<file path="config.mk">
export PLATFORM = sky130hd
export DESIGN_NAME = axi_ad9364_dac_feed
export DESIGN_NICKNAME = d
export VERILOG_FILES = /design/src/rtl/axi_ad9364_pkg.sv /design/src/rtl/axi_ad9364_sync_fifo.sv /design/src/rtl/axi_ad9364_dac_feed.sv
export SDC_FILE = /design/constraint.sdc
export NUM_CORES = 1
export LEC_CHECK = 0
export ABC_CLOCK_PERIOD_IN_PS = 4700
export BUFFER_PORTS_ARGS = -buffer_cell sky130_fd_sc_hd__clkbuf_2
export CORE_ASPECT_RATIO = 0.7
export CORE_UTILIZATION = 62
export DETAILED_ROUTE_END_ITERATION = 10
export PLACE_DENSITY = 0.95
export SETUP_SLACK_MARGIN = 0.05
export SLEW_MARGIN = 25
export SYNTH_ARGS = -nofsm -noshare
export SYNTH_HDL_FRONTEND = slang
export SYNTH_SLANG_ARGS = --single-unit
export TNS_END_PERCENT = 30
</file>
<file path="constraint.sdc">
create_clock -name clk -period 4.7 [get_ports clk]
set_input_delay 0.47 -clock clk [delete_from_list [all_inputs] [get_ports clk]]
set_output_delay 0.47 -clock clk [all_outputs]
set_load 0.03 [all_outputs]
</file>
<file path="src/rtl/axi_ad9364_pkg.sv">
// axi_ad9364_pkg: shared sample-set type, slot periods and default pattern words
package axi_ad9364_pkg;
  localparam int LANE_W = 12;
  localparam int SAMPLE_W = 4 * LANE_W;
  localparam int P_R1 = 2;
  localparam int P_R2 = 4;
  localparam logic [LANE_W-1:0] PAT_I_A_DEF = 12'o2064;
  localparam logic [LANE_W-1:0] PAT_Q_A_DEF = 12'o1753;
  localparam logic [LANE_W-1:0] PAT_I_B_DEF = 12'o4402;
  localparam logic [LANE_W-1:0] PAT_Q_B_DEF = 12'o1337;
  typedef struct packed {
    logic [LANE_W-1:0] i1;
    logic [LANE_W-1:0] q1;
    logic [LANE_W-1:0] i2;
    logic [LANE_W-1:0] q2;
  } sample_t;
endpackage

</file>
<file path="src/rtl/axi_ad9364_sync_fifo.sv">
// axi_ad9364_sync_fifo: synchronous FIFO with flush, no write-to-read bypass
module axi_ad9364_sync_fifo
  import axi_ad9364_pkg::*;
#(
  parameter int W = SAMPLE_W,
  parameter int DEPTH = 4
) (
  input  logic                     clk,
  input  logic                     rstn,
  input  logic                     flush,
  input  logic                     push,
  input  logic                     pop,
  input  logic [W-1:0]             din,
  output logic [W-1:0]             dout,
  output logic                     full,
  output logic                     empty,
  output logic [$clog2(DEPTH):0]   level
);
  localparam int AW = $clog2(DEPTH);
  localparam int LW = AW + 1;
  logic [W-1:0] mem [DEPTH];
  logic [AW-1:0] wr_ptr, rd_ptr;
  logic wp, rp;
  assign full = level == LW'(DEPTH);
  assign empty = level == '0;
  assign dout = mem[rd_ptr];
  assign wp = push && !full && !flush;
  assign rp = pop && !empty && !flush;
  // pointers and occupancy; flush drops any same-edge push
  always_ff @(posedge clk) begin
    if (!rstn || flush) begin
      wr_ptr <= '0;
      rd_ptr <= '0;
      level <= '0;
    end else begin
      if (wp) wr_ptr <= wr_ptr + 1'b1;
      if (rp) rd_ptr <= rd_ptr + 1'b1;
      level <= level + LW'(wp) - LW'(rp);
    end
  end
  // storage array, written only on accepted pushes
  always_ff @(posedge clk) begin
    if (wp) mem[wr_ptr] <= din;
  end
endmodule

</file>
<file path="src/rtl/axi_ad9364_dac_feed.sv">
// axi_ad9364_dac_feed: paces buffered or pattern I/Q sets into the AD9364 DAC slots
module axi_ad9364_dac_feed
  import axi_ad9364_pkg::*;
#(
  parameter int FIFO_DEPTH = 4,
  parameter logic [11:0] PAT_I_A = PAT_I_A_DEF,
  parameter logic [11:0] PAT_Q_A = PAT_Q_A_DEF,
  parameter logic [11:0] PAT_I_B = PAT_I_B_DEF,
  parameter logic [11:0] PAT_Q_B = PAT_Q_B_DEF
) (
  input  logic                          clk,
  input  logic                          rstn,
  input  logic                          dac_enable,
  input  logic                          r1_mode,
  input  logic                          pattern_en,
  input  logic                          fifo_flush,
  input  logic                          underflow_clr,
  input  logic                          s_valid,
  output logic                          s_ready,
  input  logic [11:0]                   s_data_i1,
  input  logic [11:0]                   s_data_q1,
  input  logic [11:0]                   s_data_i2,
  input  logic [11:0]                   s_data_q2,
  output logic                          dac_valid,
  output logic [11:0]                   dac_data_i1,
  output logic [11:0]                   dac_data_q1,
  output logic [11:0]                   dac_data_i2,
  output logic [11:0]                   dac_data_q2,
  output logic                          dac_r1_mode,
  output logic [$clog2(FIFO_DEPTH):0]   fifo_level,
  output logic                          underflow,
  output logic [15:0]                   underflow_count
);
  sample_t din, dout, pat, dac_d;
  logic [1:0] cnt;
  logic phase, full, empty, slot, pop, uf_ev;
  assign din = {s_data_i1, s_data_q1, s_data_i2, s_data_q2};
  assign {dac_data_i1, dac_data_q1, dac_data_i2, dac_data_q2} = dac_d;
  assign s_ready = rstn && !full && !pattern_en;
  assign slot = dac_enable && cnt == 2'd0;
  assign pop = slot && !pattern_en && !empty && !fifo_flush;
  assign uf_ev = slot && !pattern_en && (empty || fifo_flush);
  assign pat = phase ? {PAT_I_B, PAT_Q_B, PAT_I_B, PAT_Q_B} : {PAT_I_A, PAT_Q_A, PAT_I_A, PAT_Q_A};

  axi_ad9364_sync_fifo #(.W(SAMPLE_W), .DEPTH(FIFO_DEPTH)) u_fifo (
    .clk(clk),
    .rstn(rstn),
    .flush(fifo_flush),
    .push(s_valid && s_ready),
    .pop(pop),
    .din(din),
    .dout(dout),
    .full(full),
    .empty(empty),
    .level(fifo_level)
  );

  // slot counter, mode latch, pattern phase and the registered DAC strobe/data
  always_ff @(posedge clk) begin
    if (!rstn) begin
      cnt <= 2'd0;
      dac_valid <= 1'b0;
      dac_r1_mode <= 1'b0;
      phase <= 1'b0;
      dac_d <= '0;
    end else begin
      cnt <= !dac_enable ? 2'd0 : (cnt == 2'(dac_r1_mode ? P_R1 - 1 : P_R2 - 1)) ? 2'd0 : cnt + 2'd1;
      dac_valid <= slot;
      if (slot) dac_r1_mode <= r1_mode;
      if (slot && pattern_en) phase <= !phase;
      dac_d <= !dac_enable ? '0 : !slot ? dac_d : pattern_en ? pat : pop ? dout : '0;
    end
  end

  // sticky underflow flag and saturating count; a same-edge underflow beats clear
  always_ff @(posedge clk) begin
    if (!rstn) begin
      underflow <= 1'b0;
      underflow_count <= 16'd0;
    end else if (uf_ev) begin
      underflow <= 1'b1;
      underflow_count <= underflow_clr ? 16'd1 : (&underflow_count) ? underflow_count : underflow_count + 16'd1;
    end else if (underflow_clr) begin
      underflow <= 1'b0;
      underflow_count <= 16'd0;
    end
  end
endmodule
</file>
==> flow_summary.ini <==
[min_path]
whs_path_depth = 1
hold_start = s_data_i1[7]
hold_end = u_fifo.mem[3][43]$_DFFE_PP_
hp-class = primary input to flop

[route]
drt_wl_total_um = 23000
drt_pass1_iterations = 5
wire_per_inst_um = 23.4
drtAntennaViolNets = 0
viasPerCell = 6.23
vias = 6126
drc = 0
first_iter_violations = 616

[yosys]
synth_top_area_share_pct = 57.0
synth_edf_count = 192
mappedNetlistArea_um2 = 10100
syn_area_per_cell_um2 = 16.4
yosys.area.top_type = edfxtp_1
yosys-top-cells-area = edfxtp_1, dfxtp_1, mux4_2, nand2_1, nor2_1
synth-main-ff-cell = edfxtp_1
async_reset_ff_share_pct = 0
ys_seq_elements = 271
ys_seq_area_share_pct = 72.6
syn_inst = 618
synth_nets = 683
yosysWarnings = 0
yosysUniqueCellTypes = 48

[clocking]
cts-root-buf = clkbuf_16
ctsHoldBuffers = 0
clock_path_buffers = 3
clk_latency_ns = 0.52
post_cts_buffers = 0
cts_buffers = 24
htreeDepth = 1
cts_tree = yes
cts.reportedPaths.clkPinSlew_ns = 0.07
cts_sinks = 271
ctsResizeCount = 0

[final_layout]
fin_nets = 811
layout-drive-gt1-share_pct = 30.9
multiInputGateArea_um2 = 2600
insertedDiodeCount = 0
num-fill-cells = 872
area_growth_pct = 15.9
seq_area_um2 = 7350
final_area_um2 = 11700

[setup_path]
r2r-start = cnt[0]$_SDFF_PP0_
crit_type = flop to flop
crit_slowest_cell = buf_4
ff2ff_path_depth = 13
crit_buf_inv = 4
critPathCaptureType = flop
worst_ep_required_time_ns = 5.09
crit_chain = inv_1, ha_1, nand3b_1, nor3_4, buf_4, ha_1, inv_1, ha_1, inv_1, fa_1, xor2_1, xnor2_1, nor2_1
r2r_slack_ns = 1.31
cp_top_family = adder cells
worstSetupStartpointType = flop
cpPeakStageDelay_ns = 0.49
arrival_ns = 3.78
timing.rr.end = u_fifo.level[2]$_SDFF_PP0_
cp_max_fo = 39

[die]
die_y_um = 109
die_area_um2 = 16800
fp.dieW_um = 155
core_um2 = 15700
start_util_pct = 64.3
io_pins = 127
rows = 38

[timing]
rsz0062_at_grt = no
fmax_mhz = 295
worst-slew-pin-transition_ns = 1.04
period_needed_ns = 3.39
final_max_slew_viol_count = 0
tns_ns = 0
min_period_over_period_pct = 72.1
hold_viol = 0
skew_ns = 0.00895
maxSlewHeadroom_pct = 30.6
finalSetupViolations = 0

[place]
io_buffers = 126
hpwl_um = 13800
postPlaceCellArea_um2 = 10900
gp_congestion = 0.875

[global_routing]
grt_max_degree = 49
grt_usage_pct = 28.1
grt_overflow_total = 0
grt_pass1_wl_um = 34900
antenna_found_initial = 0
grt_pass1_vias = 6119

[status]
status = completed

[power_and_ir_drop]
vdd_drop_max_v = 0.000339
power.leakage_nw = 4.04
p_per_area_nw_per_um2 = 399

[flow_run]
max_cap_viol_count = 0
==> cell usage after synthesis, drive strengths merged (4+ instances only) <==
master and count:
a21boi 5, a21oi 19, a22oi 14, a31oi 13
and2 6, and3 4, buf 16, clkbuf 14
dfxtp 79, edfxtp 192, ha 8, inv 12
mux4 48, nand2 54, nand3 7, nor2 43
nor3 9, nor4 4, o21ai 20, o22ai 12
xnor2 10
==> layout make-up <==
class	instances	area share (%)
Sequential cell	271	62.7
Inverter	12	0.384
Timing Repair Buffer	132	5.93
Clock buffer	31	5.60
Tap cell	220	2.35
Multi-Input combinational cell	305	22.2
Clock inverter	13	0.832
==> stage by stage <==
step | utilization, % | setup WS (ns) | cells | hold slack, ns | power [mW]
after floorplan | - | 1.42 | 618 | 0.414 | 2.75
after global placement | 69.5 | 1.50 | 939 | 0.425 | 2.82
after detailed placement | 69.5 | 1.33 | 939 | 0.459 | 2.83
after CTS | 74.3 | 1.35 | 983 | 0.155 | 4.69
after global routing | 74.5 | 1.14 | 984 | 0.152 | 4.80
final | 74.5 | 1.31 | 984 | 0.168 | 4.68
==> cells by family (layout without fill, tap and decap cells) <==
kind of cell | Yosys count | count (layout) | synth area share [%]
AO/OA/AOI/OAI | 92 | 92 | 5.68
multiplexers | 48 | 48 | 10.7
AND/OR/NAND/NOR | 143 | 143 | 6.84
XOR/XNOR | 13 | 13 | 1.13
adder cells (fa/ha/maj) | 9 | 9 | 1.19
flip-flops | 271 | 271 | 72.6
buffers and inverters | 42 | 188 | 1.83
==> cell usage in the layout (no fill, tap or decap), types with 4 or more instances in the layout <==
master     netlist  layout
a31oi_1         13      13
a22oi_1         14      14
clkinv_2         0       8
clkbuf_2         0     126
clkbuf_1        14       4
nor3_1           7       7
a21oi_1         19      19
o21ai_0         18      18
buf_4            4       5
nand2_1         54      52
dfxtp_1         79      77
nor2_1          43      43
clkbuf_16        0      24
xnor2_1         10      10
edfxtp_1       192     192
o22ai_1         12      12
ha_1             8       8
inv_1           12      12
mux4_2          48      48
nand3_1          7       7
==> registers in the layout (all words and copies together), names as in the netlist, named ones only <==
signal	flops
cnt	2
dac_data_i1	12
dac_data_i2	12
dac_data_q1	12
dac_data_q2	12
dac_r1_mode	1
dac_valid	1
phase	1
u_fifo.level	3
u_fifo.mem	192
u_fifo.rd_ptr	2
u_fifo.wr_ptr	2
underflow	1
underflow_count	16
==> power by group <==
| part | switching, mW | leakage, nW | total [mW] | internal (mW) |
|---|---|---|---|---|
| Clock | 0.848 | 0.379 | 1.89 | 1.05 |
| Combinational | 0.136 | 1.29 | 0.192 | 0.0555 |
| Sequential | 0.0155 | 2.37 | 2.59 | 2.58 |
| Total | 0.999 | 4.04 | 4.68 | 3.68 |
==> per-layer routing <==
layer  global-route usage, %  part of all wire [%]  vias to the layer above
met5                       0                     0                        -
met4                    9.97                   2.7                        0
met3                    5.64                   8.0                       60
met2                    47.3                    50                      375
met1                    37.1                    40                     3059
li1                        -                     -                     2632
==> worst max-delay path by stage <==
stage | cells after the start | startpoint | to | slack [ns]
2_1_floorplan | 5 | u_fifo.level[1]$_SDFF_PP0_ | u_fifo.mem[0][0]$_DFFE_PP_ | 1.42
3_3_place_gp | 12 | pattern_en | u_fifo.level[2]$_SDFF_PP0_ | 1.50
3_5_place_dp | 12 | pattern_en | u_fifo.level[2]$_SDFF_PP0_ | 1.33
4_1_cts | 13 | cnt[0]$_SDFF_PP0_ | u_fifo.level[2]$_SDFF_PP0_ | 1.35
5_1_grt | 13 | cnt[0]$_SDFF_PP0_ | u_fifo.level[2]$_SDFF_PP0_ | 1.14
6_report | 13 | cnt[0]$_SDFF_PP0_ | u_fifo.level[2]$_SDFF_PP0_ | 1.31
Note: power is estimated with default switching activity, not from simulation.
